File: config.mk
export PLATFORM = sky130hd
export DESIGN_NAME = wb_port_rr_arbiter
export DESIGN_NICKNAME = d
export VERILOG_FILES = /design/src/rtl/wb_port_rr_arbiter.sv
export SDC_FILE = /design/constraint.sdc
export NUM_CORES = 1
export LEC_CHECK = 0
export ABC_CLOCK_PERIOD_IN_PS = 3500
export CAP_MARGIN = 20
export CORE_MARGIN = 2
export CORE_UTILIZATION = 45
export CTS_BUF_LIST = sky130_fd_sc_hd__clkbuf_16
export CTS_CLUSTER_SIZE = 24
export DETAILED_ROUTE_END_ITERATION = 12
export PLACE_DENSITY = 0.67
export REMOVE_ABC_BUFFERS = 1
export SYNTH_ARGS = -nofsm -noshare
export SYNTH_HDL_FRONTEND = slang
export SYNTH_SLANG_ARGS = --single-unit
File: constraint.sdc
create_clock -name clock -period 3.5 [get_ports clock]
set_input_delay 0.525 -clock clock [delete_from_list [all_inputs] [get_ports clock]]
set_output_delay 0.525 -clock clock [all_outputs]
set_load 0.05 [all_outputs]
File: src/rtl/wb_port_rr_arbiter.sv
// Round-robin arbiter for one shared 32-bit port across 4 requesters, bounding hold time per grant.
// Optional macro ARB_URGENT_EN adds an urgent[3:0] input that takes priority and forces early handover.
module wb_port_rr_arbiter #(
    parameter int unsigned MAX_HOLD = 4,
    parameter int unsigned CNT_W    = 4
) (
    input  logic       clock,
    input  logic       resetn,
    input  logic [3:0] req,
`ifdef ARB_URGENT_EN
    input  logic [3:0] urgent,
`endif
    input  logic       bus_ready,
    output logic [3:0] grant,
    output logic [1:0] select_signal,
    output logic       bus_valid,
    output logic       beat_done
);

    typedef enum logic {
        IDLE,
        GRANT
    } state_t;

    localparam logic [CNT_W-1:0] HOLD_LAST = CNT_W'(MAX_HOLD - 1);

    state_t           state, state_n;
    logic [3:0]       grant_n;
    logic [1:0]       select_n;
    logic [1:0]       rr_ptr, rr_ptr_n;
    logic [CNT_W-1:0] beat_cnt, beat_cnt_n;

    logic [3:0]       urg;
    logic [3:0]       owner_oh;
    logic [3:0]       others;
    logic             urgent_other;
    logic             withdraw;
    logic             release_now;
    logic [1:0]       scan_ptr;
    logic [2:0]       pick;

`ifdef ARB_URGENT_EN
    assign urg = urgent;
`else
    assign urg = '0;
`endif

    // Returns {found, index} of the first set bit of r scanning ptr, ptr+1, ... mod 4.
    function automatic logic [2:0] rr_scan(input logic [3:0] r, input logic [1:0] ptr);
        logic [2:0] res;
        logic [1:0] idx;
        res = '0;
        for (int unsigned k = 0; k < 4; k++) begin
            idx = ptr + 2'(k);
            if (!res[2] && r[idx]) begin
                res = {1'b1, idx};
            end
        end
        return res;
    endfunction

    function automatic logic [2:0] arbitrate(input logic [3:0] r, input logic [3:0] u,
                                             input logic [1:0] ptr);
        logic [2:0] hi;
        hi = rr_scan(r & u, ptr);
        return hi[2] ? hi : rr_scan(r, ptr);
    endfunction

    assign bus_valid = (|grant) && req[select_signal];
    assign beat_done = bus_valid && bus_ready;

    always_comb begin
        owner_oh     = 4'b0001 << select_signal;
        others       = req & ~owner_oh;
        urgent_other = |(others & urg);
        withdraw     = (state == GRANT) && !req[select_signal];
        // A hold-limit release only happens on a completed beat, so grant never moves under backpressure.
        release_now  = withdraw ||
                       (beat_done && (|others) && ((beat_cnt == HOLD_LAST) || urgent_other));
        scan_ptr     = release_now ? select_signal + 2'd1 : rr_ptr;
        pick         = arbitrate(req, urg, scan_ptr);
    end

    always_comb begin
        state_n    = state;
        grant_n    = grant;
        select_n   = select_signal;
        rr_ptr_n   = rr_ptr;
        beat_cnt_n = beat_cnt;
        case (state)
            IDLE: begin
                if (pick[2]) begin
                    state_n    = GRANT;
                    grant_n    = 4'b0001 << pick[1:0];
                    select_n   = pick[1:0];
                    beat_cnt_n = '0;
                end
            end
            GRANT: begin
                if (release_now) begin
                    rr_ptr_n = select_signal + 2'd1;
                    if (pick[2]) begin
                        grant_n    = 4'b0001 << pick[1:0];
                        select_n   = pick[1:0];
                        beat_cnt_n = '0;
                    end else begin
                        state_n = IDLE;
                        grant_n = '0;
                    end
                end else if (beat_done && (beat_cnt != HOLD_LAST)) begin
                    beat_cnt_n = beat_cnt + 1'b1;
                end
            end
            default: begin
                state_n = IDLE;
                grant_n = '0;
            end
        endcase
    end

    always_ff @(posedge clock or negedge resetn) begin
        if (!resetn) begin
            state         <= IDLE;
            grant         <= '0;
            select_signal <= '0;
            rr_ptr        <= '0;
            beat_cnt      <= '0;
        end else begin
            state         <= state_n;
            grant         <= grant_n;
            select_signal <= select_n;
            rr_ptr        <= rr_ptr_n;
            beat_cnt      <= beat_cnt_n;
        end
    end

endmodule
==> reports/metrics.cfg <==
[drt]
wirelength_mm=2.074
vias=816
drc=0
top_layer=met4
first_iter_violations=31
wl_met2_um=997
wl_per_cell_um=14.40
ant_nets=0
met3_length_um=150
vias_per_cell=5.667
drt_first_pass_iters=6
drt-met1-wl_um=899

[clocking]
cts_max_path_buffers=2
path_clk_slew_ns=0.04
htree_levels=1
clk_latency_ns=0.24
ctsResizeCount=0
root_buffer=clkbuf_16
post_cts_buffers=0
numCtsBuffers=3
hold_buffers=0
cts.sinks=13
cts_tree=yes

[timing]
fin_tns_setup_ns=0
rsz0062_at_grt=false
slew_headroom_pct=60.71
worst_slew_pin_slew_ns=0.5876
fin_crit_sh_pct=91.67
slew_violations=0
finalSetupViolCount=0
final_hold_viol_count=0
min_period_ns=3.208
fmax_ghz=0.3117
fin_skew_ns=0.001794
fin_hold_ws_ns=0.5116

[setup_path]
critPathArrivalTime_ns=2.68
path_max_fanout=9
critical_path_class=primary input to output port
cp_data_required_time_ns=2.97
startpoint_type=primary input
ff2ff_setup_slack_ns=0.76
worstReg2RegStart=select_signal[0]$_DFFE_PN0P_
end_kind=output port
critPathLaunch=req[3]

[layout]
drive_gt1_share_pct=13.68
diodes=0
layout.cells.most_common=clkdlybuf4s50_1
final_cell_mix=clkdlybuf4s50_1, dfrtp_1, nand2_1
syn_to_final_growth_pct=29.73
fin_nets=130
finalInstanceArea_mm2=0.001185

[grt]
grt.overflow.total=0
grt_max_degree=14
grt_usage_pct=20.05
grt_pass1_vias=791
grt_pass1_wl_mm=3.705
antenna_found_initial=0

[placed_design]
place_area_mm2=0.001106
gp_congestion=0.8800
portBuffers=14
dpl.hpwl_mm=1.618

[die]
dieArea_mm2=0.002406
die_x_um=49.05
core_area_mm2=0.001942
rows=16
ios=15
initial_utilization_pct=47.04
die_h_um=49.05

[synth]
synthTopCellsByArea=dfrtp_1, ha_1, nand2_1, a22o_1, mux2_2
synth_seq_cells=13
async_flop_share_pct=100.0
synth-edff-count=0
synth_top_area_cell=dfrtp_1
synth_area_per_cell_um2=9.416
netlist_instances=97
ys_seq_area_share_pct=35.62
synth_area_um2=913.4
synth_top_area_share_pct=35.62
dominantRegCellSynth=dfrtp_1
ys_warn_count=0
synth_cell_type_count=37

[hold_path]
min_from=beat_cnt[3]$_DFFE_PN0P_
hold_class=flop to flop

[pwr]
p_per_area_mw_per_mm2=992.0
finalPower_uw=1175
leakage_uw=0.0005411
ir_worst_vdd_uv=682.9

[flow_run]
cap_violations=0

[run_status]
status=complete, no violations

==> registers in the layout, summed over array words and instances (netlist names) <==
register,count
state,1
select_signal,2
grant,4
rr_ptr,2
beat_cnt,4
==> logic make-up (layout without fill, tap and decap cells) <==
family	Yosys count	after routing	share of synthesized area, %
AOI/OAI and AO/OA	27	27	23.01
muxes	7	7	9.452
and+or+nand+nor	35	35	20.96
DFF	13	13	35.62
adders and majority gates	5	5	6.849
buffers and inverters	10	30	4.109
==> report_power, final <==
group | internal (µW) | switching [µW]
logic | 291 | 416
registers | 201 | 57.0
clock network | 150 | 60.4
total | 642 | 533
==> per-layer routing <==
layer	global-route usage [%]	up-vias
li1	-	400
met1	26.73	379
met2	31.51	33
met3	5.521	4
met4	6.667	0
met5	0	-
==> final timing paths <==
check	cells after the start	end
max	6	beat_done
min	1	beat_cnt[3]$_DFFE_PN0P_
max reg2reg	9	grant[3]$_DFFE_PN0P_
min reg2reg	1	beat_cnt[3]$_DFFE_PN0P_
max in group asynchronous	1	select_signal[0]$_DFFE_PN0P_
min in group asynchronous	1	rr_ptr[1]$_DFFE_PN0P_
==> through the flow <==
step                util [%]  worst slack [ns]  instances
finish                 61.02            0.2917        144
global route           61.02            0.2070        144
CTS                    61.02            0.3097        144
detailed placement     56.96            0.3040        140
global placement       56.96            0.3392        140
floorplan                  -            0.6408         96
==> worst max-delay path: stages <==
cell and delay (ns):
clkdlybuf4s50_1 0.54, mux4_2 0.57, and2_1 0.17, nand2_1 0.12, inv_1 0.07, clkdlybuf4s50_1 0.69
==> cell type report <==
type                            instances  area, µm²
Tap cell                               27      33.78
Sequential cell                        13      325.3
Timing Repair Buffer                   17      162.7
Multi-Input combinational cell         74      550.5
Clock inverter                          1      3.754
Clock buffer                            3      75.07
Fill cell                             174      757.0
Inverter                                9      33.78
==> Yosys cell counts (all sizes together), types with 2 or more instances <==
library cell and number:
or4 3, o21ai 6, ha 5, inv 9
a22o 4, nor2 5, o31ai 2, and2 2
a21oi 5, nand2b 5, dfrtp 13, o211ai 3
nand2 10, nand3 3, or3 2, mux2 3
mux2i 3
Note: power is estimated with default switching activity, not from simulation.
